<file path="config.mk">
export PLATFORM = sky130hd
export DESIGN_NAME = dmg_timer_flat
export DESIGN_NICKNAME = d
export VERILOG_FILES = /design/src/rtl/dmg_timer_pkg.sv /design/src/rtl/dmg_timer_if.sv /design/src/rtl/dmg_timer_div.sv /design/src/rtl/dmg_timer.sv /design/src/flat_wrapper.sv
export SDC_FILE = /design/constraint.sdc
export NUM_CORES = 1
export LEC_CHECK = 0
export CORE_ASPECT_RATIO = 1.75
export CORE_UTILIZATION = 25
export CTS_BUF_LIST = sky130_fd_sc_hd__clkbuf_8 sky130_fd_sc_hd__clkbuf_16
export CTS_CLUSTER_DIAMETER = 100
export CTS_CLUSTER_SIZE = 28
export DETAILED_ROUTE_END_ITERATION = 8
export PLACE_DENSITY_LB_ADDON = 0.2
export REMOVE_ABC_BUFFERS = 1
export SLEW_MARGIN = 20
export SYNTH_ARGS = -nofsm -noshare
export SYNTH_HDL_FRONTEND = slang
export SYNTH_SLANG_ARGS = --single-unit
</file>
<file path="constraint.sdc">
create_clock -name clk -period 3.4 [get_ports clk]
set_input_delay 0.51 -clock clk [delete_from_list [all_inputs] [get_ports clk]]
set_output_delay 0.51 -clock clk [all_outputs]
set_load 0.02 [all_outputs]
</file>
<file path="src/rtl/dmg_timer_pkg.sv">
// Shared types and constants for the DMG DIV/TIMA/TMA/TAC timer.
package dmg_timer_pkg;

    typedef enum logic [1:0] {REG_DIV, REG_TIMA, REG_TMA, REG_TAC} timer_reg_e;

    typedef enum logic [1:0] {ST_IDLE, ST_DELAY, ST_RELOAD} reload_state_e;

    // Divider bit watched for each TAC clock-select code.
    localparam int TAC_TAP[4] = '{9, 3, 5, 7};

    localparam logic [4:0] TAC_RD_ONES = 5'h1F;

endpackage

</file>
<file path="src/rtl/dmg_timer_if.sv">
// CPU-side register bus of the timer plus its interrupt request line.
interface dmg_timer_if;
    logic       wr_en;
    logic [1:0] addr;
    logic [7:0] wdata;
    logic [7:0] rdata;
    logic       irq_timer;

    modport master (output wr_en, addr, wdata, input rdata, irq_timer);
    modport slave  (input wr_en, addr, wdata, output rdata, irq_timer);
endinterface

</file>
<file path="src/rtl/dmg_timer_div.sv">
// Free-running T-cycle divider with TAC tap select and falling-edge detector.
module dmg_timer_div
    import dmg_timer_pkg::*;
#(
    parameter int DIV_W = 16
) (
    input  logic       clk,
    input  logic       reset,
    input  logic       i_div_clr,
    input  logic [2:0] i_tac_next,
    output logic [7:0] o_div_hi,
    output logic       o_tima_inc
);

    localparam logic [DIV_W-1:0] DIV_ONE = DIV_W'(1);

    logic [DIV_W-1:0] r_div;
    logic [DIV_W-1:0] w_div_next;
    logic [3:0]       w_taps;
    logic             w_tick_next;
    logic             r_tick_prev;

    assign w_div_next = i_div_clr ? '0 : r_div + DIV_ONE;

    for (genvar gi = 0; gi < 4; gi++) begin : g_tap
        assign w_taps[gi] = w_div_next[TAC_TAP[gi]];
    end

    // The edge is judged on post-update div/tac so DIV clears and TAC
    // changes that pull the tap low produce the hardware's spurious tick.
    assign w_tick_next = i_tac_next[2] & w_taps[i_tac_next[1:0]];
    assign o_tima_inc  = r_tick_prev & ~w_tick_next;
    assign o_div_hi    = r_div[DIV_W-1 -: 8];

    always_ff @(posedge clk) begin
        if (reset) begin
            r_div       <= '0;
            r_tick_prev <= 1'b0;
        end else begin
            r_div       <= w_div_next;
            r_tick_prev <= w_tick_next;
        end
    end

endmodule

</file>
<file path="src/rtl/dmg_timer.sv">
// DMG timer top: TIMA/TMA/TAC registers, delayed TMA reload with IRQ pulse, read mux.
module dmg_timer
    import dmg_timer_pkg::*;
#(
    parameter int DIV_W      = 16,
    parameter int RELOAD_DLY = 4
) (
    input  logic        clk,
    input  logic        reset,
    dmg_timer_if.slave  bus
);

    localparam int               CNT_W    = $clog2(RELOAD_DLY + 1);
    localparam logic [CNT_W-1:0] CNT_INIT = CNT_W'(RELOAD_DLY);
    localparam logic [CNT_W-1:0] CNT_LAST = CNT_W'(1);

    timer_reg_e    w_sel;
    logic          w_wr_div, w_wr_tima, w_wr_tma, w_wr_tac;
    logic [2:0]    w_tac_next;
    logic [7:0]    w_tma_next;
    logic [7:0]    w_div_hi;
    logic          w_tima_inc;
    logic          w_reload;
    logic          w_overflow;
    logic [7:0]    w_rdata;

    logic [7:0]    r_tima;
    logic [7:0]    r_tma;
    logic [2:0]    r_tac;
    logic [CNT_W-1:0] r_cnt;
    reload_state_e r_state;
    logic          r_irq;

    assign w_sel      = timer_reg_e'(bus.addr);
    assign w_wr_div   = bus.wr_en && (w_sel == REG_DIV);
    assign w_wr_tima  = bus.wr_en && (w_sel == REG_TIMA);
    assign w_wr_tma   = bus.wr_en && (w_sel == REG_TMA);
    assign w_wr_tac   = bus.wr_en && (w_sel == REG_TAC);
    assign w_tac_next = w_wr_tac ? bus.wdata[2:0] : r_tac;
    assign w_tma_next = w_wr_tma ? bus.wdata : r_tma;

    dmg_timer_div #(
        .DIV_W (DIV_W)
    ) u_div (
        .clk        (clk),
        .reset      (reset),
        .i_div_clr  (w_wr_div),
        .i_tac_next (w_tac_next),
        .o_div_hi   (w_div_hi),
        .o_tima_inc (w_tima_inc)
    );

    // The reload edge beats a same-cycle TIMA write; a same-cycle TMA write
    // is what gets loaded.
    assign w_reload   = (r_state == ST_DELAY) && (r_cnt == CNT_LAST);
    assign w_overflow = !w_reload && !w_wr_tima && w_tima_inc && (r_tima == 8'hFF);

    always_ff @(posedge clk) begin
        if (reset) begin
            r_tima  <= 8'h00;
            r_tma   <= 8'h00;
            r_tac   <= 3'b000;
            r_cnt   <= '0;
            r_state <= ST_IDLE;
            r_irq   <= 1'b0;
        end else begin
            r_tma <= w_tma_next;
            r_tac <= w_tac_next;
            r_irq <= w_reload;

            if (w_reload)
                r_tima <= w_tma_next;
            else if (w_wr_tima)
                r_tima <= bus.wdata;
            else if (w_tima_inc)
                r_tima <= r_tima + 8'd1;

            if (w_reload) begin
                r_state <= ST_RELOAD;
                r_cnt   <= '0;
            end else if (w_overflow) begin
                r_state <= ST_DELAY;
                r_cnt   <= CNT_INIT;
            end else if (r_state == ST_DELAY) begin
                if (w_wr_tima) begin
                    r_state <= ST_IDLE;
                    r_cnt   <= '0;
                end else begin
                    r_cnt <= r_cnt - CNT_LAST;
                end
            end else if (r_state == ST_RELOAD) begin
                r_state <= ST_IDLE;
            end
        end
    end

    always_comb begin
        w_rdata = 8'h00;
        case (w_sel)
            REG_DIV:  w_rdata = w_div_hi;
            REG_TIMA: w_rdata = r_tima;
            REG_TMA:  w_rdata = r_tma;
            default:  w_rdata = {TAC_RD_ONES, r_tac};
        endcase
    end

    assign bus.rdata     = w_rdata;
    assign bus.irq_timer = r_irq;

endmodule

</file>
<file path="src/flat_wrapper.sv">
// flat-port wrapper written by rule: the top's interface ports become plain ports
module dmg_timer_flat import dmg_timer_pkg::*;
#(
    parameter int DIV_W      = 16,
    parameter int RELOAD_DLY = 4
)
  (clk, reset, bus_wr_en, bus_addr, bus_wdata, bus_rdata, bus_irq_timer);
  dmg_timer_if bus_i ();
  input  logic clk;
  input  logic reset;
  input wire logic [$bits(bus_i.wr_en)-1:0] bus_wr_en;
  input wire logic [$bits(bus_i.addr)-1:0] bus_addr;
  input wire logic [$bits(bus_i.wdata)-1:0] bus_wdata;
  output wire logic [$bits(bus_i.rdata)-1:0] bus_rdata;
  output wire logic [$bits(bus_i.irq_timer)-1:0] bus_irq_timer;
  assign bus_i.wr_en = bus_wr_en;
  assign bus_i.addr = bus_addr;
  assign bus_i.wdata = bus_wdata;
  assign bus_rdata = bus_i.rdata;
  assign bus_irq_timer = bus_i.irq_timer;
  dmg_timer #(.DIV_W(DIV_W), .RELOAD_DLY(RELOAD_DLY)) u_core (.clk(clk), .reset(reset), .bus(bus_i));
endmodule
</file>
==> run_results.csv, run 1 <==
group,metric,value,unit
die,rows,46,
sta,slew_violations,0,
clock_network,cts_sinks,42,
sta,setup_ws,0.530,ns
critical_path,cpMaxStageDelayCell,"clkdlybuf4s50_1",
sta,tightest_slew,0.548,ns
sta,holdWs,0.459,ns
grt,grt_pass1_vias,2062,
critical_path,path_common_cell,"clkdlybuf4s50_1",
die,num_io_pins,22,
synth,synth_cells,277,
pwr,p_per_area,417,mW/mm²
clock_network,cts_resized,0,
critical_path,rrSetupSlack,1.00,ns
sta,rsz0062_at_grt,"no",
clock_network,cts_tree,"yes",
synth,ys.flop_type,"dfxtp_1",
critical_path,crit_required,2.89,ns
die,start_util,25.6,%
route,vias,2078,
sta,hold_viol_final,0,
synth,synth_area_per_cell,8.36,µm²
synth,synthesis.area,0.00231,mm²
die,core,0.00904,mm²
sta,fmax,348,MHz
synth,synth_seq_area_share,36.3,%
worst_hold_path,min_path_type,"register to register",
grt,antenna_found_initial,0,
final_layout,register_area,841,µm²
critical_path,critPathMaxStageDelay,0.57,ns
sta,finalCritPeriodShare,84.4,%
grt,grt-ovfl-total,0,
clock_network,htreeDepth,2,
route,wirelength,6.92,mm
sta,slew_headroom,63.5,%
clock_network,hold_buffers,0,
route,drt-initial-drc-count,116,
critical_path,crit_type,"input port to output port",
critical_path,critPathLaunchType,"input port",
synth,synth-async-reset-ratio,0,%
route,ant_nets,0,
clock_network,cts_buffer_depth,2,
clock_network,postCtsSetupBuffers,0,
place,dp_slack,0.430,ns
final_layout,drive_above_1_share,12.8,%
sta,fin_crit,2.87,ns
critical_path,path_max_fanout,6,
critical_path,worstPathArrival,2.36,ns
run_status,status,"finished, final reports clean",
synth,ys_ff_latch,42,
route,drc_errors,0,
clock_network,cts_root_buffer,"clkbuf_16",
die,die_area,0.00966,mm²
clock_network,insertion_delay,0.29,ns
route,viasPerCell,4.89,
final_layout,n_antenna_cell,0,
clock_network,path_clk_slew,0.06,ns
die,fp.dieW,74.7,µm
final_layout,layout_commonest_cell,"nand2_1",
grt,grt_max_degree,22,
grt,grt_pass1_wl,10.7,mm
final_layout,nets,322,
route,drtPass1Iterations,4,
route,post_drt_wl_per_cell,16.3,µm
grt,grt_usage,15.4,%
pwr,leakagePower,1.04,nW
critical_path,critPathCaptureType,"output port",
final_layout,area_delta_synth_final,23.5,%
run,drv_cap,0,
sta,skew,0.00863,ns
critical_path,crit_chain,"clkdlybuf4s50_1 -> buf_4 -> mux4_2 -> clkdlybuf4s50_1",
sta,setup_tns,0,ns
clock_network,cts_made_buffers,5,
final_layout,layout_common_cells,"43 x nand2_1, 42 x dfxtp_1, 38 x nor2_1",
place,gp_congestion,0.814,
sta,setup_viol,0,
final_layout,nFillCells,999,
die,dieHeight,129,µm
synth,synth_edf_count,0,
synth,yosysWarnings,0,
synth,yosysUniqueCellTypes,53,
pwr,peakVddDrop,0.255,mV
final_layout,multi_input_area,0.00139,mm²
place,io_buffers,21,
place,dp_hpwl,5.37,mm
## path summary, 6_finish.rpt
kind | startpoint | end | cells after the start
min | u_core.u_div.r_div[0] | u_core.u_div.r_div[0] | 1
min reg2reg | u_core.u_div.r_div[0] | u_core.u_div.r_div[0] | 1
max | bus_addr[1] | bus_rdata[0] | 4
max reg2reg | u_core.u_div.r_div[2] | u_core.r_tima[7] | 7
## power breakdown
part	internal (mW)	switching (mW)
registers	0.502	0.0112
logic	0.0591	0.0701
clock network	0.344	0.205
total	0.905	0.286
## through the flow
step	total power, mW	instance area (µm²)	instances	util [%]
finish	1.19	2860	425	31.6
global route	1.24	2860	425	31.6
CTS	1.21	2860	425	31.6
detailed placement	0.653	2690	417	29.8
global placement	0.652	2690	417	29.8
floorplan	0.583	2250	265	-
## logic make-up (layout without fill, tap and decap cells)
family                     after synthesis  in the layout  synth area share, %
AOI/OAI and AO/OA                       57             57                 16.9
DFF                                     42             42                 36.3
xor gates and xnor gates                17             17                 6.43
and+or+nand+nor                        120            120                 24.1
adders and majority gates                5              5                 2.70
buffers and inverters                   18             46                 3.78
muxes                                   18             18                 9.78
## state kept, by name (all words and copies together) (netlist names)
| signal | count |
|---|---|
| u_core.bus.irq_timer | 1 |
| u_core.r_cnt | 3 |
| u_core.r_state | 2 |
| u_core.r_tac | 3 |
| u_core.r_tima | 8 |
| u_core.r_tma | 8 |
| u_core.u_div.r_div | 16 |
| u_core.u_div.r_tick_prev | 1 |
## worst max-delay path, delay by kind of cell
kind | cells | cell delay (ns)
buf+inv | 3 | 1.30
mux | 1 | 0.55
## cells in the mapped netlist (2+ instances only)
cell	instances	area share (%)
or2_2	3	0.81
nand3_1	10	2.2
nand2_1	43	7.0
dfxtp_1	42	36
ha_1	5	2.7
inv_1	6	0.97
o2bb2ai_1	2	0.76
mux4_2	3	2.9
nand2b_1	5	1.4
and3_1	4	1.1
xor2_1	8	3.0
clkbuf_1	6	0.97
mux2_2	7	3.4
o21ai_0	10	2.2
nor2b_1	3	0.81
nor2_1	38	6.2
o22ai_1	6	1.6
xnor2_1	9	3.4
a22oi_1	3	0.97
mux2i_1	8	3.5
o221ai_1	2	0.76
a21oi_1	17	3.7
buf_2	2	0.43
o22a_1	6	2.3
## area by class of cell
class,instances,share of cell area [%]
multi-input combinational,217,48.5
clock inverter,3,1.44
clock buffer,5,4.38
inverter,6,0.788
timing repair buffer,32,10.2
sequential,42,29.4
tap,120,5.25
## layer usage
metal | wire (µm) | up-vias | track usage [%] | share of wire (%)
li1 | - | 1023 | - | -
met1 | 2630 | 995 | 15.2 | 38
met2 | 3780 | 41 | 28.5 | 55
met3 | 148 | 19 | 2.41 | 2.1
met4 | 359 | 0 | 10.3 | 5.2
met5 | 0 | - | 0 | 0
Note: power is estimated with default switching activity, not from simulation.
==> inputs of run 2 (changes only) <==
clock period = 2.7 ns   (was 3.4 ns; I/O delays follow)
==> run 2 against run 1 <==
Compared with the run above: total power up 16%; routed wire length up 1.2%; sequential cell count unchanged; critical path depth up 1; sequential power up 26%; final area up 2.4%.
==> run_results.csv, run 2 (synthesized netlist as in run 1, its figures left out) <==
group,metric,value,unit
final_layout,layout_common_cells,"43 x nand2_1, 42 x dfxtp_1, 38 x nor2_1",
final_layout,design_area,0.00293,mm²
run,drv_cap,0,
critical_path,crit_chain,"clkdlybuf4s50_1 -> buf_4 -> buf_4 -> mux4_2 -> clkdlybuf4s50_1",
sta,skew,0.00555,ns
clock_network,cts_made_buffers,5,
sta,fmax,394,MHz
sta,hold_viol_final,0,
place,gp_congestion,0.838,
grt,grt_max_degree,21,
die,start_util,25.6,%
clock_network,cts_buffer_depth,2,
route,ant_nets,0,
final_layout,n_antenna_cell,0,
die,fp.dieW,74.7,µm
final_layout,nets,334,
die,die_area,0.00966,mm²
pwr,leakagePower,1.10,nW
grt,grt_pass1_vias,2149,
critical_path,crit_required,2.30,ns
route,drtPass1Iterations,4,
clock_network,cts_sinks,42,
sta,slew_headroom,67.3,%
final_layout,layout_commonest_cell,"nand2_1",
critical_path,critPathLaunchType,"input port",
final_layout,drive_above_1_share,15.5,%
pwr,p_per_area,473,mW/mm²
final_layout,nFillCells,997,
sta,slew_violations,0,
sta,finalCritPeriodShare,94.1,%
final_layout,largest_reg_flops,16,
critical_path,reg2reg_depth,8,
route,drt-initial-drc-count,99,
sta,setup_viol,0,
grt,antenna_found_initial,0,
final_layout,stdcell_count,436,
grt,grt_pass1_wl,10.9,mm
clock_network,cts_tree,"yes",
grt,grt-ovfl-total,0,
clock_network,htreeDepth,2,
worst_hold_path,hold_depth,1,
sta,rsz0062_at_grt,"no",
route,wirelength,7.00,mm
critical_path,crit_type,"input port to output port",
final_layout,multi_input_area,0.00139,mm²
place,io_buffers,21,
clock_network,insertion_delay,0.28,ns
critical_path,cpMaxStageDelayCell,"clkdlybuf4s50_1",
place,dp_slack,-0.0830,ns
pwr,power,1.38,mW
critical_path,worstPathArrival,2.14,ns
die,core,0.00904,mm²
run_status,status,"finished, final reports clean",
worst_hold_path,min_path_type,"register to register",
sta,fin_crit,2.54,ns
die,num_io_pins,22,
clock_network,postCtsSetupBuffers,0,
final_layout,largestRegisters,"u_core.u_div.r_div (16), u_core.r_tima (8), u_core.r_tma (8)",
clock_network,hold_buffers,0,
sta,setup_ws,0.159,ns
final_layout,largest-register,"u_core.u_div.r_div",
die,dieHeight,129,µm
route,drc_errors,0,
route,vias,2141,
route,viasPerCell,4.91,
die,rows,46,
place,dp_cells,429,
route,post_drt_wl_per_cell,16.1,µm
clock_network,path_clk_slew,0.05,ns
clock_network,cts_root_buffer,"clkbuf_16",
pwr,peakVddDrop,0.213,mV
critical_path,critPathMaxStageDelay,0.57,ns
grt,grt_usage,15.8,%
critical_path,path_max_fanout,5,
sta,tightest_slew,0.489,ns
place,placed_area,0.00280,mm²
critical_path,critPathCaptureType,"output port",
final_layout,register_area,841,µm²
place,dp_hpwl,5.57,mm
final_layout,area_delta_synth_final,26.4,%
clock_network,cts_resized,1,
-- run 2: path summary, 6_finish.rpt --
path | start | end | slack [ns]
worst max-delay path | bus_addr[0] | bus_rdata[0] | 0.16
worst min-delay path | u_core.u_div.r_div[0] | u_core.u_div.r_div[0] | 0.46
worst max register to register | u_core.u_div.r_div[2] | u_core.r_tima[6] | 0.47
worst min register to register | u_core.u_div.r_div[0] | u_core.u_div.r_div[0] | 0.46
-- run 2: layout make-up --
type | instances | area share [%]
sequential | 42 | 28.7
timing repair buffer | 44 | 13.5
tap | 120 | 5.13
clock inverter | 2 | 0.257
multi-input combinational | 217 | 47.4
clock buffer | 5 | 4.28
inverter | 6 | 0.770
-- run 2: critical path, delay by kind of cell --
| kind | cells | cell delay, ns |
|---|---|---|
| buf+inv | 4 | 1.42 |
| mux | 1 | 0.30 |
-- run 2: metal layers --
metal  global-route usage (%)  vias to the layer above  part of all wire, %
li1                         -                     1047                    -
met1                     14.1                     1029                   35
met2                     30.1                       44                   56
met3                     3.11                       21                  3.0
met4                     11.0                        0                  6.1
met5                        0                        -                    0
-- run 2: stage by stage --
step                      util [%]  hold slack (ns)  setup TNS, ns
after floorplan                  -            0.429              0
final                         32.4            0.460              0
after CTS                     32.4            0.467              0
after global routing          32.4            0.476              0
after detailed placement      30.9            0.454         -0.334
after global placement        30.9            0.446         -0.311
-- run 2: power by group --
part,total [mW],switching [mW],internal (mW)
logic,0.172,0.0889,0.0829
registers,0.646,0.0139,0.632
clock network,0.565,0.234,0.331
==> RTL change 1, RTL diff (settings of run 2) <==
Re-encode `reload_state_e` (3 states) as one-hot, 3 bits wide.
--- a/src/rtl/dmg_timer_pkg.sv
+++ b/src/rtl/dmg_timer_pkg.sv
@@ -3,7 +3,7 @@
 
     typedef enum logic [1:0] {REG_DIV, REG_TIMA, REG_TMA, REG_TAC} timer_reg_e;
 
-    typedef enum logic [1:0] {ST_IDLE, ST_DELAY, ST_RELOAD} reload_state_e;
+    typedef enum logic [2:0] {ST_IDLE = 3'b001, ST_DELAY = 3'b010, ST_RELOAD = 3'b100} reload_state_e;
 
     // Divider bit watched for each TAC clock-select code.
     localparam int TAC_TAP[4] = '{9, 3, 5, 7};
Formal check against the unedited RTL: same outputs for any inputs over 10 cycles, from zero or initial values and one cycle with reset high; not proved beyond that.
==> RTL change 1 against run 2 <==
- synthesized cell count fell by 10%
- design area increased by 3.5%
- utilization increased by 0.92 points
- first-iteration DRC count is 4.0% lower
- highest routed layer unchanged
- wire length down 5.6%
- clock power rose by 26%
- setup slack got worse by 0.039 ns
- register-to-register slack worse by 0.12 ns
- critical path depth shrank 1
- total power is 11% higher
- area after synthesis grew 1.2%
- sequential cell count is 1 higher
==> RTL change 1: results (changes against run 2) <==
| Metric | Value |
|---|---|
| Vias | 2024 (was 2141) |
| Seq/Total Area, Yosys | 36.8% (was 36.3%) |
| Inverter count | 8 (was 6) |
| Fraction of area in multi-input gates | 46.4% (was 47.4%) |
| Layout cell share with drive strength beyond 1 | 21.1% (was 15.5%) |
| Vias in the first global route | 2072 (was 2149) |
| Status | finished clean (unchanged) |
| Routed len/inst | 16.0 µm (was 16.1 µm) |
| First-pass GRT wire length | 10700 µm (was 10900 µm) |
| Crit path arrival time | 2.18 ns (was 2.14 ns) |
| Synth warnings | 0 (unchanged) |
| Hold Slack | 0.464 ns (was 0.460 ns) |
| Setup crit end | bus_rdata[1] (was bus_rdata[0]) |
| FF-to-FF End | u_core.r_tima[0] (was u_core.r_tima[6]) |
| Multi-input logic cell count | 189 (was 217) |
| Crit Path Max Fanout | 3 (was 5) |
| Worst-margin pin slew | 0.489 ns (about the same) |
| Largest cells by area after synthesis | dfxtp_1 (37%), nor2_1 (5.6%), mux2i_1 (4.7%) (was dfxtp_1 (36%), nand2_1 (7.0%), nor2_1 (6.2%)) |
| Placed cells | 406 (was 429) |
| Sequential share of cell area | 28.4% (was 28.7%) |
| Synth Area per Inst | 9.44 µm² (was 8.36 µm²) |
| Initial DRC Count | 95 (was 99) |
| VDD IR max | 0.000250 V (was 0.000213 V) |
| Worst Skew | 0.00713 ns (was 0.00555 ns) |
| Fillers | 994 (was 997) |
| Final-layout clock buffer total | 6 (was 5) |
| Crit. Startpoint | bus_addr[1] (was bus_addr[0]) |
| Synth cell types | 60 (was 53) |
| Post-placement cell area | 2840 µm² (was 2800 µm²) |
| Post-synth top cells | dfxtp_1 (43), nor2_1 (35), mux2i_1 (11), nand2_1 (11), nand3_1 (11) (was nand2_1 (43), dfxtp_1 (42), nor2_1 (38), a21oi_1 (17)) |
| Worst flop-to-flop path startpoint | u_core.r_state[1] (was u_core.u_div.r_div[2]) |
| Drt total wl | 6610 µm (was 7000 µm) |
| Routability Congestion | 0.779 (was 0.838) |
| Leakage power | 1.19 nW (was 1.10 nW) |
| Non-clock buffers | 46 (was 44) |
| Fmax | 0.388 GHz (was 0.394 GHz) |
| Non-clk buf share | 13.5% (about the same) |
==> RTL change 1: kinds of logic after synthesis <==
group           synth area share (%)
flops                           36.8
xor+xnor                        5.98
buf+inv                         3.26
mux                             11.0
compound gates                  17.3
simple gates                    23.6
fa+ha+maj                       2.14
==> RTL change 1: critical path, stage by stage <==
cell and delay (ns):
clkdlybuf4s50_1 0.55, buf_4 0.16, mux4_2 0.50, clkdlybuf4s50_1 0.56
==> RTL change 1: per-layer routing <==
| layer | part of all wire [%] | vias to the layer above | GRT usage [%] |
|---|---|---|---|
| li1 | - | 1010 | - |
| met1 | 36 | 970 | 14.7 |
| met2 | 58 | 30 | 29.3 |
| met3 | 2.3 | 14 | 2.86 |
| met4 | 3.9 | 0 | 7.95 |
| met5 | 0 | - | 0 |
==> RTL change 1: report_power, final <==
group / internal [mW] / switching (mW)
logic: 0.0801 / 0.0858
clock network: 0.460 / 0.252
registers: 0.648 / 0.0155
==> RTL change 2, RTL diff (settings of run 2) <==
Made on the original files. `DIV_W` is set to 16 in 3 places; all go to 12.
--- a/src/rtl/dmg_timer_div.sv
+++ b/src/rtl/dmg_timer_div.sv
@@ -2,7 +2,7 @@
 module dmg_timer_div
     import dmg_timer_pkg::*;
 #(
-    parameter int DIV_W = 16
+    parameter int DIV_W = 12
 ) (
     input  logic       clk,
     input  logic       reset,
--- a/src/rtl/dmg_timer.sv
+++ b/src/rtl/dmg_timer.sv
@@ -2,7 +2,7 @@
 module dmg_timer
     import dmg_timer_pkg::*;
 #(
-    parameter int DIV_W      = 16,
+    parameter int DIV_W      = 12,
     parameter int RELOAD_DLY = 4
 ) (
     input  logic        clk,
--- a/src/flat_wrapper.sv
+++ b/src/flat_wrapper.sv
@@ -1,7 +1,7 @@
 // flat-port wrapper written by rule: the top's interface ports become plain ports
 module dmg_timer_flat import dmg_timer_pkg::*;
 #(
-    parameter int DIV_W      = 16,
+    parameter int DIV_W      = 12,
     parameter int RELOAD_DLY = 4
 )
   (clk, reset, bus_wr_en, bus_addr, bus_wdata, bus_rdata, bus_irq_timer);
Function: no difference found for any inputs over 10 cycles, from zero or initial values and one cycle with reset high; that may be too few to reach the edited logic, so the function may still have changed.
==> RTL change 2 against run 2 <==
- non-clock buffer count did not move
- total power is 1.3% lower
- setup slack got worse by 0.050 ns
- sequential cell count shrank 4
- synthesized cell count shrank 14%
- register-to-register slack gained 0.17 ns
- design area shrank 2.7%
- largest power group unchanged
- combinational power grew 5%
- sequential power down 8.2%
- critical path type unchanged
- clock power increased by 4.8%
- wire length shrank 11%
- area after synthesis is 3.1% lower
==> RTL change 2: results (changes against run 2) <==
| Metric | Value |
|---|---|
| Post-layout nets | 296 (was 334) |
| VDD IR max | 0.000235 V (was 0.000213 V) |
| Crit Path Max Fanout | 6 (was 5) |
| Crit. Startpoint | bus_addr[1] (was bus_addr[0]) |
| Met1 usage | 15.0% (was 14.1%) |
| Internal reg-to-reg setup slack | 0.64 ns (was 0.47 ns) |
| Setup crit end | bus_rdata[4] (was bus_rdata[0]) |
| Met1 wire length | 2310 µm (was 2430 µm) |
| Status | finished clean (unchanged) |
| Vias in the first global route | 1953 (was 2149) |
| FF-to-FF End | u_core.r_state[1] (was u_core.r_tima[6]) |
| Hpwl dp | 5090 µm (was 5570 µm) |
| Routed len/inst | 15.8 µm (was 16.1 µm) |
| M2 GR Usage | 27.0% (was 30.1%) |
| Fin crit share | 96.0% (was 94.1%) |
| Crit path arrival time | 2.19 ns (was 2.14 ns) |
| Routability Congestion | 0.815 (was 0.838) |
| Worst Skew | 0.00690 ns (was 0.00555 ns) |
| Gr usage total | 14.6% (was 15.8%) |
| Post-synth top cells | dfxtp_1 (38), nor2_1 (33), inv_1 (14), a21oi_1 (13) (was nand2_1 (43), dfxtp_1 (42), nor2_1 (38), a21oi_1 (17)) |
| Initial DRC Count | 151 (was 99) |
| Post-cts sizing count | 0 (was 1) |
| Layout cell share with drive strength beyond 1 | 21.1% (was 15.5%) |
| Leakage power | 1.07 nW (was 1.10 nW) |
| Dpl ws | 0.0895 ns (was -0.0830 ns) |
| Wire length on met3 | 160 µm (was 208 µm) |
| Synth cell types | 60 (was 53) |
| Vias | 1919 (was 2141) |
| First-pass GRT wire length | 10100 µm (was 10900 µm) |
| Drt total wl | 6240 µm (was 7000 µm) |
| Worst slew margin | 62.4% (was 67.3%) |
[RTL change 2: cell type report]
class                           instances  area [µm²]
Sequential cell                        38         761
Clock inverter                          2        8.76
Tap cell                              117         146
Timing Repair Buffer                   44         383
Multi-Input combinational cell        175        1360
Clock buffer                            6         139
Inverter                               14        52.6
Fill cell                             943        5820
[RTL change 2: logic make-up after synthesis]
family | count (synthesis) | share of synthesized area (%)
AO/OA/AOI/OAI | 50 | 20.1
XOR/XNOR | 14 | 5.47
adder cells (fa/ha/maj) | 5 | 2.79
buffers and inverters | 25 | 5.58
flip-flops | 38 | 33.9
multiplexers | 19 | 10.7
AND/OR/NAND/NOR | 87 | 21.4
[RTL change 2: critical path, cell delays in order]
cell             delay (ns)
clkdlybuf4s50_1        0.45
buf_4                  0.19
or2b_4                 0.26
buf_4                  0.13
o22a_1                 0.20
clkdlybuf4s50_1        0.55
[RTL change 2: how the worst min path moves through the flow]
stage | startpoint | end | slack, ns
after global placement | u_core.u_div.r_div[0] | u_core.u_div.r_div[0] | 0.46
after CTS | u_core.u_div.r_div[0] | u_core.u_div.r_div[0] | 0.49
final | u_core.u_div.r_div[0] | u_core.u_div.r_div[0] | 0.48
after floorplan | u_core.u_div.r_div[0] | u_core.u_div.r_div[0] | 0.45
after global routing | u_core.u_div.r_div[0] | u_core.u_div.r_div[0] | 0.50
after detailed placement | u_core.u_div.r_div[0] | u_core.u_div.r_div[0] | 0.47
[RTL change 2: where the power goes]
group,internal (mW),switching (mW)
logic,0.0879,0.0926
clock network,0.362,0.229
registers,0.576,0.0173
total,1.03,0.339
